**src/rtl/clic_gateway.sv**
```systemverilog
// Per-source CLIC interrupt gateway: level/edge qualification into pending bits.
// Define CLIC_GW_SYNC_EN to insert SYNC_STAGES-deep input synchronisers.
module clic_gateway #(
  parameter int unsigned N_SOURCE    = 32,
  parameter int unsigned SYNC_STAGES = 2,
  localparam int unsigned ID_W       = $clog2(N_SOURCE)
) (
  input  logic                     clk_i,
  input  logic                     rst_i,
  input  logic [N_SOURCE-1:0]      intr_src_i,
  input  logic [N_SOURCE-1:0][1:0] trig_i,
  input  logic [N_SOURCE-1:0]      ie_i,
  input  logic                     sw_we_i,
  input  logic [ID_W-1:0]          sw_idx_i,
  input  logic                     sw_val_i,
  input  logic                     ack_valid_i,
  input  logic [ID_W-1:0]          ack_id_i,
  output logic [N_SOURCE-1:0]      ip_o,
  output logic [N_SOURCE-1:0]      req_o
);

  if (N_SOURCE < 2 || SYNC_STAGES < 2) begin : g_param_check
    $error("clic_gateway: N_SOURCE and SYNC_STAGES must both be >= 2");
  end

  logic [N_SOURCE-1:0] s;
  logic [N_SOURCE-1:0] prev_q;
  logic [N_SOURCE-1:0] evt_q;
  logic [N_SOURCE-1:0] evt_d;
  logic [N_SOURCE-1:0] ip_q;
  logic [N_SOURCE-1:0] ip_d;

`ifdef CLIC_GW_SYNC_EN
  logic [SYNC_STAGES-1:0][N_SOURCE-1:0] sync_q;

  always_ff @(posedge clk_i or posedge rst_i) begin
    if (rst_i) begin
      sync_q <= '0;
    end else begin
      sync_q[0] <= intr_src_i;
      for (int k = 1; k < SYNC_STAGES; k++) begin
        sync_q[k] <= sync_q[k-1];
      end
    end
  end

  assign s = sync_q[SYNC_STAGES-1];
`else
  assign s = intr_src_i;
`endif

  // Edges are captured into evt_q first, so the edge path lands one cycle after the level path.
  always_comb begin
    evt_d = '0;
    ip_d  = ip_q;
    for (int i = 0; i < N_SOURCE; i++) begin
      evt_d[i] = trig_i[i][0] &
                 (trig_i[i][1] ? (prev_q[i] & ~s[i]) : (~prev_q[i] & s[i]));
      if (!trig_i[i][0]) begin
        ip_d[i] = s[i] ^ trig_i[i][1];
      end else if (evt_q[i]) begin
        ip_d[i] = 1'b1;
      end else if (sw_we_i && (sw_idx_i == ID_W'(i))) begin
        ip_d[i] = sw_val_i;
      end else if (ack_valid_i && (ack_id_i == ID_W'(i))) begin
        ip_d[i] = 1'b0;
      end
    end
  end

  always_ff @(posedge clk_i or posedge rst_i) begin
    if (rst_i) begin
      prev_q <= '0;
      evt_q  <= '0;
      ip_q   <= '0;
    end else begin
      prev_q <= s;
      evt_q  <= evt_d;
      ip_q   <= ip_d;
    end
  end

  assign ip_o  = ip_q;
  assign req_o = ip_q & ie_i;

endmodule

```
**config.mk**
```make
export PLATFORM = sky130hd
export DESIGN_NAME = clic_gateway
export DESIGN_NICKNAME = d
export VERILOG_FILES = /design/src/rtl/clic_gateway.sv
export SDC_FILE = /design/constraint.sdc
export NUM_CORES = 1
export LEC_CHECK = 0
export ABC_AREA = 1
export ABC_CLOCK_PERIOD_IN_PS = 6600
export BUFFER_PORTS_ARGS = -buffer_cell sky130_fd_sc_hd__buf_2
export CAP_MARGIN = 25
export CORE_ASPECT_RATIO = 1.4
export CORE_MARGIN = 2
export CORE_UTILIZATION = 50
export DETAILED_ROUTE_END_ITERATION = 8
export GPL_TIMING_DRIVEN = 0
export PLACE_DENSITY = 0.79
export SLEW_MARGIN = 30
export SYNTH_ARGS = -nofsm -noshare
export SYNTH_HDL_FRONTEND = slang
export SYNTH_SLANG_ARGS = --single-unit
```
**constraint.sdc**
```tcl
create_clock -name clk_i -period 6.6 [get_ports clk_i]
set_clock_uncertainty 0.2 [all_clocks]
set_input_delay 0.33 -clock clk_i [delete_from_list [all_inputs] [get_ports clk_i]]
set_output_delay 0.33 -clock clk_i [all_outputs]
set_load 0.05 [all_outputs]
```
==> impl_metrics.ini, run 1 <==
[status]
status = finished, final reports clean

[timing]
maxClockFrequency_ghz = 0.6011
post-route-min-period_ns = 1.664
finalSetupViolCount = 0
finalHoldViolations = 0
tns_ns = 0
setup_ws_ns = 4.936
grt_setup_unrepaired = false
fin_crit_sh = 0.2520
finalMaxSlewViolations = 0
max_slew_margin = 0.7289
holdWs_ns = 0.03800
worst_slew_pin_slew_ns = 0.4063

[clock_tree]
cts_tree = yes
postCtsSetupBuffers = 0
cts_max_level = 3
ctsResizeCount = 0
cts_buffers = 9
cts.sinks = 96
cts_hold_buf = 33
clock_path_buffers = 2
clkLatencyLatePin_ns = 0.34
clk_pin_slew_ns = 0.06
clock-root-buffer = clkbuf_16

[routing]
route.detailed.drc = 0
num_vias = 5393
drtAntennaViolNets = 0
wirelength_mm = 14.09
drt_iter0_drc = 275
drtPass1Iterations = 6
viasPerCell = 4.756
post_drt_wl_per_cell_um = 12.42

[hold_path]
hp-class = primary input to flop

[placed_design]
place_inst = 1087
gp_congestion = 0.8194
port_buffers = 205
placedInstanceArea_um2 = 6370
dp_slack_ns = 5.043
dp_hpwl_mm = 10.36

[power_and_ir_drop]
leakagePower_nw = 4.018
p_per_area_nw_per_um2 = 231.1
power.total_mw = 1.616
vdd_drop_max_uv = 151.1

[yosys]
seq_area_frac_synth = 0.4672
ys.warnings.count = 0
synth_top_area_cell = dfrtp_1
synthCells = 746
netlist_top_cells_area = dfrtp_1, nand2_1, inv_1, nor2_1, nand3_1
synth.distinct_cells = 16
netlist_area_um2 = 5142
syn_nets = 889
ys_ff_latch = 96
avgSynthCellArea_um2 = 6.893
synth_top_area_frac = 0.4672

[global_routing]
grt_first_pass_wirelength_mm = 22.65
grt_pass1_vias = 4973
antenna_found_initial = 0
grt_overflow = 0
grt_max_degree = 59
grt_use_total = 0.2569

[finish]
fin_util = 0.7028
instances_no_fill = 1134
layout-drive-gt1-share = 0.2553
area_growth_pct = 36.03
diodes = 0
layout.nets = 1139
nFillCells = 853
design_area_um2 = 6995

[setup_path]
worstSetupPathType = flop to primary output
arrival_ns = 1.13
cp-start-kind = flop
cp_slowest_stage_delay_ns = 0.40
endpoint_kind = primary output
critPathMaxFanout = 3
worstPathCellList = nand2_1 > inv_1 > buf_2
crit_required_ns = 6.07
cp_slowest_cell = dfrtp_1

[die]
rows = 43
die_area_um2 = 11120
chipHeight_um = 124.0
ios = 207
core_um2 = 9953
start_util = 0.5167
die_w_um = 89.71

[job]
max_cap_violations = 0
report_power, final:
| group | leakage (nW) | internal, mW | switching, mW |
|---|---|---|---|
| clock network | 0.143 | 0.310 | 0.216 |
| registers | 1.16 | 0.634 | 0.0300 |
| logic | 2.72 | 0.127 | 0.300 |
cells in the final DEF (no fill, tap or decap):
cell,instances
buf_2,210
nand4_1,29
nand3b_1,2
inv_6,1
nor2_2,13
clkinv_2,1
dlygate4sd3_1,33
clkinvlp_4,1
o21ai_1,2
nand2_1,258
o21ai_0,36
a21oi_1,33
nor2_1,105
bufinv_16,1
nor2_4,4
clkbuf_16,9
clkbuf_8,2
nand2_2,3
buf_4,2
inv_2,7
inv_1,112
buf_16,1
nand3_1,38
dfrtp_1,96
routing by layer:
layer,share of wire,global-route usage,up-vias,wire length (um)
li1,-,-,2803,-
met1,0.40,0.3119,2408,5636
met2,0.53,0.4702,165,7399
met3,0.058,0.04779,17,811
met4,0.017,0.07692,0,237
met5,0,0,-,0
logic make-up (layout without fill, tap and decap cells):
| family | after synthesis | count (layout) | share of synthesized area |
|---|---|---|---|
| AOI/OAI and AO/OA | 71 | 71 | 0.06910 |
| buffers and inverters | 127 | 380 | 0.09538 |
| DFF | 96 | 96 | 0.4672 |
| and+or+nand+nor | 452 | 452 | 0.3684 |
path summary, 6_finish.rpt:
kind	startpoint	end	slack (ns)	cells after the start
min in group asynchronous	rst_i	prev_q[25]	0.35	3
worst max-delay path	ip_o[8]	req_o[8]	4.94	3
worst max register to register	evt_q[20]	ip_o[20]	5.51	4
worst min-delay path	trig_i[46]	evt_q[23]	0.04	3
worst min register to register	prev_q[17]	evt_q[17]	0.23	1
max in group asynchronous	rst_i	evt_q[28]	5.24	4
worst max-delay path, delay by kind of cell, from the launching register on:
kind / cells / cell delay (ns)
buffers and inverters: 2 / 0.32
DFF: 1 / 0.40
and+or+nand+nor: 1 / 0.08
Yosys cell counts, drive strengths merged:
cell type,instances
nand2,261
a21oi,33
o21ai,38
nor2,122
buf,7
dfrtp,96
inv,120
nand3,38
nand3b,2
nand4,29
layout make-up:
cell class                      count  area [um2]  area share
Sequential cell                    96        2402      0.3434
Multi-Input combinational cell    523        2250      0.3216
Timing Repair Buffer              239        1384      0.1978
Inverter                          120       455.4     0.06510
Clock buffer                       11       252.7     0.03613
Tap cell                          135       168.9     0.02415
Clock inverter                      3       42.54    0.006081
Buffer                              7       40.04    0.005723
state kept, by name, summed over array words and instances, names as in the netlist:
| register | flops |
|---|---|
| evt_q | 32 |
| ip_o | 32 |
| prev_q | 32 |
(Power assumes the default switching activity.)
==> inputs of run 2 (changes only) <==
--- a/config.mk
+++ b/config.mk
@@ -6,15 +6,15 @@
 export NUM_CORES = 1
 export LEC_CHECK = 0
 export ABC_AREA = 1
-export ABC_CLOCK_PERIOD_IN_PS = 6600
+export ABC_CLOCK_PERIOD_IN_PS = 1400
 export BUFFER_PORTS_ARGS = -buffer_cell sky130_fd_sc_hd__buf_2
 export CAP_MARGIN = 25
 export CORE_ASPECT_RATIO = 1.4
 export CORE_MARGIN = 2
-export CORE_UTILIZATION = 50
+export CORE_UTILIZATION = 44
 export DETAILED_ROUTE_END_ITERATION = 8
 export GPL_TIMING_DRIVEN = 0
-export PLACE_DENSITY = 0.79
+export PLACE_DENSITY = 0.74
 export SLEW_MARGIN = 30
 export SYNTH_ARGS = -nofsm -noshare
 export SYNTH_HDL_FRONTEND = slang
==> constraint.sdc (replaced) <==
create_clock -name clk_i -period 1.4 [get_ports clk_i]
set_clock_uncertainty 0.2 [all_clocks]
set_input_delay 0.07 -clock clk_i [delete_from_list [all_inputs] [get_ports clk_i]]
set_output_delay 0.07 -clock clk_i [all_outputs]
set_load 0.05 [all_outputs]
==> run 2 against run 1 <==
Net effect: count of clock-buffer cells in the layout unchanged; highest routed layer unchanged; worst hold slack worse by 0.029 ns; largest power group unchanged; sequential power rose to 4.7 times the previous value; clock power rose to 4.4 times the previous value; worst setup slack worse by 4.9 ns.
==> impl_metrics.ini, run 2 (same netlist as run 1, synthesis figures left out) <==
[placed_design]
port_buffers = 205
placedInstanceArea_um2 = 6412
dp_hpwl_mm = 11.02
gp_congestion = 0.7802

[timing]
finalSetupViolCount = 0
fin_crit_sh = 0.9999
worst_slew_pin_slew_ns = 0.4452
post-route-min-period_ns = 1.400
finalHoldViolations = 0
max_slew_margin = 0.7029
tns_ns = 0
finalMaxSlewViolations = 0
maxClockFrequency_ghz = 0.7143

[routing]
drtPass1Iterations = 5
viasPerCell = 4.862
num_vias = 5951
drtAntennaViolNets = 0
post_drt_wl_per_cell_um = 13.50
route.detailed.drc = 0
wirelength_mm = 16.52
drt_iter0_drc = 344

[die]
rows = 46
chipHeight_um = 131.9
core_um2 = 11340
die_w_um = 95.37
ios = 207
die_area_um2 = 12580
start_util = 0.4535

[status]
status = finished, final reports clean

[setup_path]
cp-start-kind = flop
endpoint_kind = primary output
arrival_ns = 1.13
cp_slowest_cell = dfrtp_1
crit_family = flip-flops
worstSetupPathType = flop to primary output
critPathMaxFanout = 3
crit_buf_inv = 2
cp_slowest_stage_delay_ns = 0.40
r2r_slack_ns = 0.32
worstPathCellList = nand2_1 > inv_1 > clkbuf_4
crit_required_ns = 1.13

[power_and_ir_drop]
switchingPower_mw = 2.706
internal_power_mw = 5.011
power.total_mw = 7.718
vdd_drop_max_uv = 590.2
leakagePower_nw = 4.339
p_per_area_nw_per_um2 = 983.8
power.share.switching = 0.3507
p_comb_frac = 0.292
clockPowerShare = 0.302
power_frac_seq = 0.406

[finish]
design_area_um2 = 7845
nFillCells = 934
layout-drive-gt1-share = 0.2405
final_common_cell = nand2_1
area_growth_pct = 52.55
final_cell_mix = nand2_1, buf_2, inv_1
layout.nets = 1216
fin_util = 0.6919

[job]
max_cap_violations = 0

[global_routing]
grt_first_pass_wirelength_mm = 26.39
grt_max_degree = 30
grt_pass1_vias = 5926
grt_use_total = 0.2691
grt_overflow = 0
antenna_found_initial = 3

[clock_tree]
cts_max_level = 3
cts_buffers = 9
clk_pin_slew_ns = 0.07
clock-root-buffer = clkbuf_16
cts.sinks = 96
postCtsSetupBuffers = 0
clkLatencyLatePin_ns = 0.35
clock_path_buffers = 2
cts_tree = yes

[hold_path]
hp-class = primary input to flop
==> run 2: through the flow <==
stage | setup slack (ns) | instances | hold WS (ns)
6_report | 0.0001116 | 1224 | 0.009071
5_1_grt | -0.01381 | 1224 | 0.04756
4_1_cts | 0.008580 | 1221 | 0.0005960
3_5_place_dp | 0.08280 | 1098 | -0.1015
3_3_place_gp | -0.7331 | 1095 | -0.008417
2_1_floorplan | -0.003656 | 746 | -0.09857
==> run 2: repair_timing <==
action,CTS,global route
endpoints found under the hold margin,192,0
endpoints found under the setup margin,1,34
resized for setup,1,30
hold buffers,108,0
==> run 2: layer usage <==
metal / wire length, um / vias up / share of wire / GRT usage
met5: 0 / - / 0 / 0
met4: 628 / 0 / 0.038 / 0.1361
met3: 1049 / 56 / 0.063 / 0.04002
met2: 8764 / 239 / 0.53 / 0.4785
met1: 6079 / 2683 / 0.37 / 0.3043
li1: - / 2973 / - / -
==> run 2: final timing paths <==
kind                        startpoint          to  cells after the start
min in group asynchronous        rst_i  prev_q[11]                      3
hold reg to reg             prev_q[11]   evt_q[11]                      1
setup / recovery              ip_o[30]   req_o[30]                      3
setup reg to reg              evt_q[6]     ip_o[6]                      6
hold / removal             sw_idx_i[3]    ip_o[24]                      5
max in group asynchronous        rst_i    evt_q[4]                      4
==> run 2: layout make-up <==
cell class                 instances  area [um2]  area share
buffer                             7       40.04    0.005104
timing repair buffer             316        2230      0.2842
tap                              144       180.2     0.02297
sequential                        96        2402      0.3062
clock buffer                      11       242.7     0.03094
inverter                         120       454.2     0.05789
antenna                            3       7.507   0.0009569
clock inverter                     4       31.28    0.003987
multi-input combinational        523        2257      0.2877
==> run 2: worst register-to-register path, cell delays in order (launching register included) <==
cell and delay [ns]:
dfrtp_1 0.37, nor2_1 0.16, nand2_1 0.07, nand2_1 0.06
inv_1 0.03, nand2_1 0.05, nand2_1 0.05
==> run 2: power groups by stage <==
stage | sequential, mW | clock [mW] | combinational, mW
after global placement | 3.18 | 0 | 1.91
final | 3.14 | 2.33 | 2.25
after CTS | 3.13 | 2.35 | 2.20
after global routing | 3.15 | 2.48 | 2.45
after detailed placement | 3.18 | 0 | 1.96
after floorplan | 3.55 | 0 | 0.927
==> inputs of run 3 (changes only) <==
--- a/config.mk
+++ b/config.mk
@@ -15,6 +15,7 @@
 export DETAILED_ROUTE_END_ITERATION = 8
 export GPL_TIMING_DRIVEN = 0
 export PLACE_DENSITY = 0.74
+export RECOVER_POWER = 25
 export SLEW_MARGIN = 30
 export SYNTH_ARGS = -nofsm -noshare
 export SYNTH_HDL_FRONTEND = slang
==> run 3 against run 2 <==
Net effect: clock power about the same; critical endpoint unchanged; global-route usage is the same; critical path type unchanged; maximum frequency barely moved; routed wire length barely moved; largest cell class unchanged.
==> impl_metrics.ini, run 3 (same netlist as run 1, synthesis figures left out) <==
[global_routing]
grt_pass1_vias = 5926
grt_first_pass_wirelength_mm = 26.39
antenna_found_initial = 3
grt_max_degree = 30
grt_use_total = 0.2691
grt_overflow = 0

[finish]
layout.nets = 1216
final_common_cell = nand2_1
final_cell_mix = nand2_1, buf_2, inv_1
layout-drive-gt1-share = 0.2154
area_growth_pct = 51.85
fin_util = 0.6887
design_area_um2 = 7809

[hold_path]
hp-class = primary input to flop

[die]
rows = 46
chipHeight_um = 131.9
die_w_um = 95.37
start_util = 0.4535
die_area_um2 = 12580
core_um2 = 11340
ios = 207

[setup_path]
crit_required_ns = 1.13
worstSetupPathType = flop to primary output
crit_family = flip-flops
cp_slowest_cell = dfrtp_1
arrival_ns = 1.13
cp-start-kind = flop
critPathMaxFanout = 3
endpoint_kind = primary output
cp_slowest_stage_delay_ns = 0.40
crit_buf_inv = 2
worstPathCellList = nand2_1 > inv_1 > clkbuf_4

[power_and_ir_drop]
vdd_drop_max_uv = 589.3
leakagePower_nw = 4.265
power.total_mw = 7.695
p_per_area_nw_per_um2 = 985.4

[timing]
finalMaxSlewViolations = 0
finalHoldViolations = 0
post-route-min-period_ns = 1.400
maxClockFrequency_ghz = 0.7144
holdWs_ns = 0.01280
max_slew_margin = 0.4267
worst_slew_pin_slew_ns = 0.8552
fin_crit_sh = 0.9998
finalSetupViolCount = 0

[placed_design]
placedInstanceArea_um2 = 6412
gp_congestion = 0.7802
dp_hpwl_mm = 11.02
port_buffers = 205

[clock_tree]
cts.sinks = 96
cts_tree = yes
clk_pin_slew_ns = 0.07
clkLatencyLatePin_ns = 0.35
clock-root-buffer = clkbuf_16
clock_path_buffers = 2
cts_max_level = 3
cts_buffers = 9

[routing]
post_drt_wl_per_cell_um = 13.50
viasPerCell = 4.862
num_vias = 5951
drtPass1Iterations = 5
wirelength_mm = 16.52
drtAntennaViolNets = 0
drt_iter0_drc = 331
route.detailed.drc = 0

[job]
max_cap_violations = 0

[status]
status = finished, final reports clean
-- run 3: cell types whose count changed in the layout (fill, tap and decap cells not counted) --
cell,delta
buf_1,+1
buf_2,-28
clkbuf_1,+26
clkbuf_2,+1
clkinvlp_2,+1
clkinvlp_4,-1
-- run 3: path summary, 6_finish.rpt --
check                             end  slack (ns)  depth (start not counted)   startpoint
setup / recovery            req_o[30]      0.0003                          3     ip_o[30]
hold / removal                ip_o[7]        0.01                          6  ack_id_i[2]
setup reg to reg              ip_o[6]        0.32                          6     evt_q[6]
hold reg to reg             evt_q[11]        0.23                          1   prev_q[11]
max in group asynchronous    ip_o[20]        0.21                          4        rst_i
min in group asynchronous  prev_q[11]        0.19                          3        rst_i
-- run 3: worst register-to-register path: stages, from the launching register on --
cell,delay (ns)
dfrtp_1,0.37
nor2_1,0.16
nand2_1,0.07
nand2_1,0.06
inv_1,0.03
nand2_1,0.05
nand2_1,0.05
-- run 3: repair_timing --
action                     4_1_cts  5_1_grt
setup buffers                    0        0
gates resized for setup          1       30
hold buffers                   108        0
hold endpoints to repair       192        0
setup endpoints to repair        1       34
-- run 3: cell type report --
cell class / count / area (um2)
clock buffer: 11 / 242.7
buffer: 7 / 40.04
multi-input combinational: 523 / 2257
timing repair buffer: 316 / 2196
antenna: 3 / 7.507
sequential: 96 / 2402
inverter: 120 / 451.7
tap: 144 / 180.2
fill: 953 / 3530
clock inverter: 4 / 31.28
-- run 3: where the power goes --
group | total [mW] | internal, mW | switching, mW
sequential | 3.14 | 2.99 | 0.146
clock | 2.32 | 1.25 | 1.07
combinational | 2.24 | 0.764 | 1.48
total | 7.69 | 5.00 | 2.69
-- run 3: through the flow --
step                      TNS (ns)  setup slack (ns)  instances
after floorplan            -0.3510         -0.003656        746
after global placement      -69.77           -0.7331       1095
after detailed placement         0           0.08280       1098
after CTS                        0          0.008580       1221
after global routing      -0.01877          -0.01381       1224
final                            0         0.0002804       1224
-- run 3: layer usage --
layer	track usage	up-vias	share of wire
met2	0.4785	240	0.53
met3	0.04002	53	0.063
li1	-	2967	-
met1	0.3043	2691	0.37
met4	0.1361	0	0.039
met5	0	-	0
